--- src/rtl/memory_stage_lsu_pkg.sv ---
// Shared types for the memory-stage LSU: access encodings, FSM states, request payload.
// Optional feature macro used by the LSU: LSU_MISALIGN_TRAP_EN.
package memory_stage_lsu_pkg;

    localparam int unsigned XLEN       = 32;
    localparam int unsigned REG_ADDR_W = 5;
    localparam int unsigned BE_W       = XLEN / 8;

    typedef enum logic [2:0] {
        LT_LB  = 3'b000,
        LT_LH  = 3'b001,
        LT_LW  = 3'b010,
        LT_LBU = 3'b100,
        LT_LHU = 3'b101
    } Load_Type_Case;

    typedef enum logic [2:0] {
        ST_SB = 3'b000,
        ST_SH = 3'b001,
        ST_SW = 3'b010
    } Store_Type_Case;

    typedef enum logic [1:0] {
        RES_ALU = 2'b00,
        RES_MEM = 2'b01,
        RES_PC4 = 2'b10
    } Result_Mux_Case;

    typedef enum logic [1:0] {
        LSU_IDLE     = 2'd0,
        LSU_REQ      = 2'd1,
        LSU_WAIT_RSP = 2'd2
    } LSU_State_Case;

    typedef struct packed {
        logic            we;
        logic [XLEN-1:0] addr;
        logic [XLEN-1:0] wdata;
        logic [BE_W-1:0] be;
    } Memory_Request;

    // Store lane enables and data replication; unlisted funct3 behaves as SW.
    function automatic Memory_Request store_request(input logic [2:0]      funct3,
                                                    input logic [XLEN-1:0] addr,
                                                    input logic [XLEN-1:0] wdata);
        Memory_Request r;
        r.we   = 1'b1;
        r.addr = {addr[XLEN-1:2], 2'b00};
        case (funct3)
            ST_SB: begin
                r.be    = 4'b0001 << addr[1:0];
                r.wdata = {4{wdata[7:0]}};
            end
            ST_SH: begin
                r.be    = addr[1] ? 4'b1100 : 4'b0011;
                r.wdata = {2{wdata[15:0]}};
            end
            default: begin
                r.be    = 4'b1111;
                r.wdata = wdata;
            end
        endcase
        return r;
    endfunction

    function automatic Memory_Request load_request(input logic [XLEN-1:0] addr);
        Memory_Request r;
        r.we    = 1'b0;
        r.addr  = {addr[XLEN-1:2], 2'b00};
        r.wdata = '0;
        r.be    = 4'b1111;
        return r;
    endfunction

    function automatic logic access_misaligned(input logic       is_store,
                                               input logic [2:0] funct3,
                                               input logic [1:0] off);
        logic mis;
        if (is_store) begin
            case (funct3)
                ST_SB:   mis = 1'b0;
                ST_SH:   mis = off[0];
                default: mis = |off;
            endcase
        end else begin
            case (funct3)
                LT_LB, LT_LBU: mis = 1'b0;
                LT_LH, LT_LHU: mis = off[0];
                default:       mis = |off;
            endcase
        end
        return mis;
    endfunction

endpackage

--- src/rtl/memory_stage_lsu_load_data_align.sv ---
// Combinational load extraction: selects byte/half from the raw word and sign/zero-extends.
module load_data_align
    import memory_stage_lsu_pkg::*;
(
    input  logic [XLEN-1:0] rdata,
    input  logic [1:0]      byte_off,
    input  logic [2:0]      funct3,
    output logic [XLEN-1:0] load_data_c
);

    logic [7:0]  byte_c;
    logic [15:0] half_c;

    always_comb begin
        byte_c = 8'h00;
        half_c = byte_off[1] ? rdata[31:16] : rdata[15:0];
        case (byte_off)
            2'd0:    byte_c = rdata[7:0];
            2'd1:    byte_c = rdata[15:8];
            2'd2:    byte_c = rdata[23:16];
            default: byte_c = rdata[31:24];
        endcase
    end

    always_comb begin
        load_data_c = rdata;
        case (funct3)
            LT_LB:   load_data_c = {{24{byte_c[7]}}, byte_c};
            LT_LH:   load_data_c = {{16{half_c[15]}}, half_c};
            LT_LBU:  load_data_c = {24'h000000, byte_c};
            LT_LHU:  load_data_c = {16'h0000, half_c};
            default: load_data_c = rdata;
        endcase
    end

endmodule

--- src/rtl/memory_stage_lsu.sv ---
// Memory stage LSU: accepts Execute ops, runs valid/ready data-memory accesses, emits the Writeback bundle.
// Define LSU_MISALIGN_TRAP_EN to suppress misaligned accesses and flag them on misalign.
module memory_stage_lsu
    import memory_stage_lsu_pkg::*;
(
    input  logic                  clk,
    input  logic                  reset,
    input  logic                  ex_valid,
    output logic                  ex_ready,
    input  logic                  ex_is_load,
    input  logic                  ex_is_store,
    input  logic [2:0]            ex_funct3,
    input  logic [XLEN-1:0]       ex_addr,
    input  logic [XLEN-1:0]       ex_wdata,
    input  logic [XLEN-1:0]       ex_pc4,
    input  logic [REG_ADDR_W-1:0] ex_rd,
    input  logic                  ex_regw,
    input  logic [1:0]            ex_result_sel,
    output logic                  dmem_req_valid,
    input  logic                  dmem_req_ready,
    output logic                  dmem_req_we,
    output logic [XLEN-1:0]       dmem_req_addr,
    output logic [XLEN-1:0]       dmem_req_wdata,
    output logic [3:0]            dmem_req_be,
    input  logic                  dmem_rsp_valid,
    input  logic [XLEN-1:0]       dmem_rsp_rdata,
    output logic                  wb_valid,
    output logic [XLEN-1:0]       wb_alu_result,
    output logic [XLEN-1:0]       wb_mem_data,
    output logic [XLEN-1:0]       wb_pc4,
    output logic [REG_ADDR_W-1:0] wb_rd,
    output logic                  wb_regw,
    output logic [1:0]            wb_result_sel,
    output logic                  misalign
);

    localparam logic [1:0] S_IDLE     = LSU_IDLE;
    localparam logic [1:0] S_REQ      = LSU_REQ;
    localparam logic [1:0] S_WAIT_RSP = LSU_WAIT_RSP;

    logic [1:0]            state_q, state_d;
    logic                  ex_ready_q, ex_ready_d;
    logic                  req_valid_q, req_valid_d;
    Memory_Request         req_q, req_d;

    logic [2:0]            op_funct3_q, op_funct3_d;
    logic [1:0]            op_off_q, op_off_d;
    logic [XLEN-1:0]       op_alu_q, op_alu_d;
    logic [XLEN-1:0]       op_pc4_q, op_pc4_d;
    logic [REG_ADDR_W-1:0] op_rd_q, op_rd_d;
    logic                  op_regw_q, op_regw_d;
    logic [1:0]            op_sel_q, op_sel_d;

    logic                  wb_valid_q, wb_valid_d;
    logic [XLEN-1:0]       wb_alu_q, wb_alu_d;
    logic [XLEN-1:0]       wb_mem_q, wb_mem_d;
    logic [XLEN-1:0]       wb_pc4_q, wb_pc4_d;
    logic [REG_ADDR_W-1:0] wb_rd_q, wb_rd_d;
    logic                  wb_regw_q, wb_regw_d;
    logic [1:0]            wb_sel_q, wb_sel_d;
    logic                  misalign_q, misalign_d;

    logic                  accept_c;
    logic                  is_mem_c;
    logic                  misaligned_c;
    logic [XLEN-1:0]       load_data_c;

    load_data_align u_load_data_align (
        .rdata       (dmem_rsp_rdata),
        .byte_off    (op_off_q),
        .funct3      (op_funct3_q),
        .load_data_c (load_data_c)
    );

    always_comb begin
        accept_c = ex_valid & ex_ready_q;
        is_mem_c = ex_is_load | ex_is_store;
`ifdef LSU_MISALIGN_TRAP_EN
        misaligned_c = is_mem_c & access_misaligned(ex_is_store, ex_funct3, ex_addr[1:0]);
`else
        misaligned_c = 1'b0;
`endif
    end

    // Next-state and output-register computation.
    always_comb begin
        state_d     = state_q;
        req_valid_d = req_valid_q;
        req_d       = req_q;
        op_funct3_d = op_funct3_q;
        op_off_d    = op_off_q;
        op_alu_d    = op_alu_q;
        op_pc4_d    = op_pc4_q;
        op_rd_d     = op_rd_q;
        op_regw_d   = op_regw_q;
        op_sel_d    = op_sel_q;
        wb_valid_d  = 1'b0;
        wb_alu_d    = wb_alu_q;
        wb_mem_d    = wb_mem_q;
        wb_pc4_d    = wb_pc4_q;
        wb_rd_d     = wb_rd_q;
        wb_regw_d   = wb_regw_q;
        wb_sel_d    = wb_sel_q;
        misalign_d  = 1'b0;

        case (state_q)
            S_IDLE: begin
                if (accept_c) begin
                    op_funct3_d = ex_funct3;
                    op_off_d    = ex_addr[1:0];
                    op_alu_d    = ex_addr;
                    op_pc4_d    = ex_pc4;
                    op_rd_d     = ex_rd;
                    op_regw_d   = ex_regw;
                    op_sel_d    = ex_result_sel;
                    if (is_mem_c && !misaligned_c) begin
                        state_d     = S_REQ;
                        req_valid_d = 1'b1;
                        req_d       = ex_is_store ? store_request(ex_funct3, ex_addr, ex_wdata)
                                                  : load_request(ex_addr);
                    end else begin
                        // Pass-through (or trapped access): complete next cycle.
                        wb_valid_d = 1'b1;
                        wb_alu_d   = ex_addr;
                        wb_mem_d   = '0;
                        wb_pc4_d   = ex_pc4;
                        wb_rd_d    = ex_rd;
                        wb_regw_d  = ex_regw & ~misaligned_c;
                        wb_sel_d   = ex_result_sel;
                        misalign_d = misaligned_c;
                    end
                end
            end
            S_REQ: begin
                if (dmem_req_ready) begin
                    req_valid_d = 1'b0;
                    if (req_q.we) begin
                        state_d    = S_IDLE;
                        wb_valid_d = 1'b1;
                        wb_alu_d   = op_alu_q;
                        wb_mem_d   = '0;
                        wb_pc4_d   = op_pc4_q;
                        wb_rd_d    = op_rd_q;
                        wb_regw_d  = 1'b0;
                        wb_sel_d   = op_sel_q;
                    end else begin
                        state_d = S_WAIT_RSP;
                    end
                end
            end
            S_WAIT_RSP: begin
                if (dmem_rsp_valid) begin
                    state_d    = S_IDLE;
                    wb_valid_d = 1'b1;
                    wb_alu_d   = op_alu_q;
                    wb_mem_d   = load_data_c;
                    wb_pc4_d   = op_pc4_q;
                    wb_rd_d    = op_rd_q;
                    wb_regw_d  = op_regw_q;
                    wb_sel_d   = op_sel_q;
                end
            end
            default: begin
                state_d     = S_IDLE;
                req_valid_d = 1'b0;
            end
        endcase

        ex_ready_d = (state_d == S_IDLE);
    end

    always_ff @(posedge clk) begin
        if (reset) begin
            state_q     <= S_IDLE;
            ex_ready_q  <= 1'b1;
            req_valid_q <= 1'b0;
            req_q       <= '0;
            op_funct3_q <= '0;
            op_off_q    <= '0;
            op_alu_q    <= '0;
            op_pc4_q    <= '0;
            op_rd_q     <= '0;
            op_regw_q   <= 1'b0;
            op_sel_q    <= '0;
            wb_valid_q  <= 1'b0;
            wb_alu_q    <= '0;
            wb_mem_q    <= '0;
            wb_pc4_q    <= '0;
            wb_rd_q     <= '0;
            wb_regw_q   <= 1'b0;
            wb_sel_q    <= '0;
            misalign_q  <= 1'b0;
        end else begin
            state_q     <= state_d;
            ex_ready_q  <= ex_ready_d;
            req_valid_q <= req_valid_d;
            req_q       <= req_d;
            op_funct3_q <= op_funct3_d;
            op_off_q    <= op_off_d;
            op_alu_q    <= op_alu_d;
            op_pc4_q    <= op_pc4_d;
            op_rd_q     <= op_rd_d;
            op_regw_q   <= op_regw_d;
            op_sel_q    <= op_sel_d;
            wb_valid_q  <= wb_valid_d;
            wb_alu_q    <= wb_alu_d;
            wb_mem_q    <= wb_mem_d;
            wb_pc4_q    <= wb_pc4_d;
            wb_rd_q     <= wb_rd_d;
            wb_regw_q   <= wb_regw_d;
            wb_sel_q    <= wb_sel_d;
            misalign_q  <= misalign_d;
        end
    end

    assign ex_ready       = ex_ready_q;
    assign dmem_req_valid = req_valid_q;
    assign dmem_req_we    = req_q.we;
    assign dmem_req_addr  = req_q.addr;
    assign dmem_req_wdata = req_q.wdata;
    assign dmem_req_be    = req_q.be;
    assign wb_valid       = wb_valid_q;
    assign wb_alu_result  = wb_alu_q;
    assign wb_mem_data    = wb_mem_q;
    assign wb_pc4         = wb_pc4_q;
    assign wb_rd          = wb_rd_q;
    assign wb_regw        = wb_regw_q;
    assign wb_result_sel  = wb_sel_q;
    assign misalign       = misalign_q;

endmodule

--- config.mk ---
export PLATFORM = sky130hd
export DESIGN_NAME = memory_stage_lsu
export DESIGN_NICKNAME = d
export VERILOG_FILES = /design/src/rtl/memory_stage_lsu_pkg.sv /design/src/rtl/memory_stage_lsu_load_data_align.sv /design/src/rtl/memory_stage_lsu.sv
export SDC_FILE = /design/constraint.sdc
export NUM_CORES = 1
export LEC_CHECK = 0
export ABC_CLOCK_PERIOD_IN_PS = 3250
export CORE_MARGIN = 1
export CORE_UTILIZATION = 47
export CTS_CLUSTER_SIZE = 30
export DETAILED_ROUTE_END_ITERATION = 6
export PLACE_DENSITY_LB_ADDON = 0.25
export RECOVER_POWER = 100
export REMOVE_ABC_BUFFERS = 1
export SYNTH_ARGS = -nofsm -noshare
export SYNTH_HDL_FRONTEND = slang
export SYNTH_SLANG_ARGS = --single-unit
--- constraint.sdc ---
create_clock -name clk -period 3.25 [get_ports clk]
set_input_delay 0.8125 -clock clk [delete_from_list [all_inputs] [get_ports clk]]
set_output_delay 0.8125 -clock clk [all_outputs]
set_load 0.1 [all_outputs]
==> results.sh <==
export IMPL_synth_edf_count=0
export IMPL_setup_ws_ns=0.387
export IMPL_num_io_pins=323
export IMPL_ys_flop_type="dfxtp_1"
export IMPL_slew_viol_final=76
export IMPL_cts_hold_buf=0
export IMPL_cts_tree="yes"
export IMPL_synth_async_sr_flop_share_pct=0
export IMPL_wl_um=29300
export IMPL_startpoint_type="input pin"
export IMPL_fin_skew_ns=0.00580
export IMPL_first_pass_iters=5
export IMPL_hold_violations=0
export IMPL_synthCells=1195
export IMPL_clock_sinks=251
export IMPL_most_common_layout_cells="260 x nand2_1, 251 x dfxtp_1, 179 x clkbuf_1"
export IMPL_postCtsSetupBuffers=0
export IMPL_yosys_warnings=0
export IMPL_totalPowerFinal_uw=9670
export IMPL_hpwl_um=19300
export IMPL_crit_type="input pin to flop"
export IMPL_ys_ff_latch=251
export IMPL_place_gp_congestion=0.830
export IMPL_post_drt_wl_per_cell_um=16.6
export IMPL_status="complete, but fails checks"
export IMPL_fp_dieW_um=150
export IMPL_pre_cts_ws_ns=-0.0411
export IMPL_power_leakage_uw=0.00479
export IMPL_grt_max_degree=164
export IMPL_path_clk_slew_ns=0.06
export IMPL_worstPathRequired_ns=3.70
export IMPL_ys_types=49
export IMPL_worstReg2RegStart="state_q[0]"
export IMPL_layout_drive_gt1_share_pct=6.91
export IMPL_synth_area_per_cell_sq_um=8.63
export IMPL_netlist_area_sq_um=10300
export IMPL_fmax_mhz=349
export IMPL_numPortBuffers=319
export IMPL_max_clock_path_buffers=3
export IMPL_critPathArrivalTime_ns=3.32
export IMPL_cts_buffers=27
export IMPL_initial_utilization_pct=48.4
export IMPL_viasPerCell=5.47
export IMPL_layout_commonest_cell="nand2_1"
export IMPL_path_max_fanout=17
export IMPL_cts_resized=0
export IMPL_final_period_utilization_pct=88.1
export IMPL_fin_crit_ns=2.86
export IMPL_cts_htree_levels=1
export IMPL_startpoint="ex_is_load"
export IMPL_fin_util_pct=64.0
export IMPL_root_buffer="clkbuf_16"
export IMPL_grt_pass1_vias=9009
export IMPL_worst_pin_slew_ns=1.67
export IMPL_rsz0062_at_grt="false"
export IMPL_holdCritStartpoint="op_alu_q[13]"
export IMPL_core_area_sq_um=21300
export IMPL_die_y_um=150
export IMPL_slew_headroom_pct=-11.1
export IMPL_vias=9660
export IMPL_gr_total_overflow=0
export IMPL_worstSkewPairLatency_ns=0.53
export IMPL_finalSetupViolations=0
export IMPL_grt_total_usage_pct=25.3
export IMPL_syn2layout_area_growth_pct=32.2
export IMPL_antenna_found_initial=0
export IMPL_max_cap_viol_count=1
export IMPL_vdd_drop_max_uv=463
export IMPL_cp_end_kind="flop"
export IMPL_die_area_sq_um=22500
export IMPL_power_density_nw_per_um2=710
export IMPL_violations="max-capacitance violations, max-slew violations"
export IMPL_drc=0
export IMPL_finalNetCount=1622
export IMPL_rows=53
export IMPL_ant_nets=0
export IMPL_drtIter0Drc=515
export IMPL_grt_pass1_wl_um=46000
export IMPL_synth_seq_area_share_pct=48.7
export IMPL_hp_class="flop to flop"
-- flip-flops by register name, indices dropped and copies added, names as in the netlist, 3 cells and up --
register,flops
op_rd_q,5
dmem_req_addr,30
op_pc4_q,32
wb_mem_data,32
dmem_req_wdata,32
wb_alu_result,32
wb_pc4,32
dmem_req_be,4
op_alu_q,31
wb_rd,5
op_funct3_q,3
-- worst max-delay path: stages --
cell and delay, ns:
dlygate4sd3_1 0.57, o21ai_1 1.03, clkbuf_1 0.61, nand2_1 0.12, a21oi_1 0.17
-- layer usage --
layer  global-route usage, %  vias up  share of wire, %  wire (um)
met1                    32.3     4549                42      12300
li1                        -     4756                 -          -
met3                    6.45       46               8.0       2350
met5                       0        -                 0          0
met4                    7.83        0               2.3        664
met2                    41.9      309                48      14000
-- power by group --
group | switching [uW] | internal, uW
logic | 2270 | 725
clock network | 1230 | 1930
registers | 159 | 3360
-- kinds of logic (layout without fill, tap and decap cells) --
group / count (synthesis) / count (layout) / synth area share (%)
flip-flops: 251 / 251 / 48.7
other: 1 / 4 / 0.0364
AO/OA/AOI/OAI: 324 / 324 / 21.0
multiplexers: 101 / 101 / 10.1
AND/OR/NAND/NOR: 397 / 397 / 15.1
buffers and inverters: 117 / 410 / 4.48
adder cells (fa/ha/maj): 4 / 4 / 0.486
-- path summary, 6_finish.rpt --
kind              cells after the start  slack (ns)           endpoint
setup / recovery                      5        0.39  dmem_req_addr[14]
hold / removal                        2        0.45       op_alu_q[13]
setup reg to reg                      6        0.58    wb_mem_data[31]
hold reg to reg                       2        0.45       op_alu_q[13]
-- synth_stat cells, types with 7 or more instances --
cell type / n / area share, %
buf_2: 9 / 0.44
a21oi_1: 138 / 6.7
buf_1: 12 / 0.44
o21ai_0: 7 / 0.34
a211oi_1: 72 / 5.2
mux2_2: 15 / 1.6
inv_1: 11 / 0.40
nand2_1: 260 / 9.5
clkbuf_1: 80 / 2.9
o2bb2ai_1: 7 / 0.59
a22oi_1: 28 / 2.0
nor2_1: 108 / 3.9
dfxtp_1: 251 / 49
o211ai_1: 7 / 0.51
mux2i_1: 85 / 8.3
o32ai_1: 30 / 2.5
o22ai_1: 10 / 0.61
-- metrics by stage --
step / hold slack [ns] / cell area (sq um) / instances / TNS (ns)
after floorplan: 0.430 / 9900 / 1093 / -633.72
after global placement: 0.441 / 13400 / 1718 / 0
after detailed placement: 0.444 / 13400 / 1718 / -0.387
after CTS: 0.452 / 14300 / 1765 / 0
after global routing: 0.469 / 13600 / 1765 / 0
final: 0.452 / 13600 / 1766 / 0
-- cell type report --
| cell class | count | area [sq um] |
|---|---|---|
| Multi-Input combinational cell | 829 | 4860 |
| Timing Repair Buffer | 350 | 2420 |
| Antenna cell | 1 | 2.50 |
| Tap cell | 275 | 344 |
| Inverter | 13 | 48.8 |
| Fill cell | 1886 | 7660 |
| Sequential cell | 251 | 5020 |
| Clock inverter | 11 | 136 |
| Clock buffer | 36 | 790 |
Note: power is estimated with default switching activity, not from simulation.
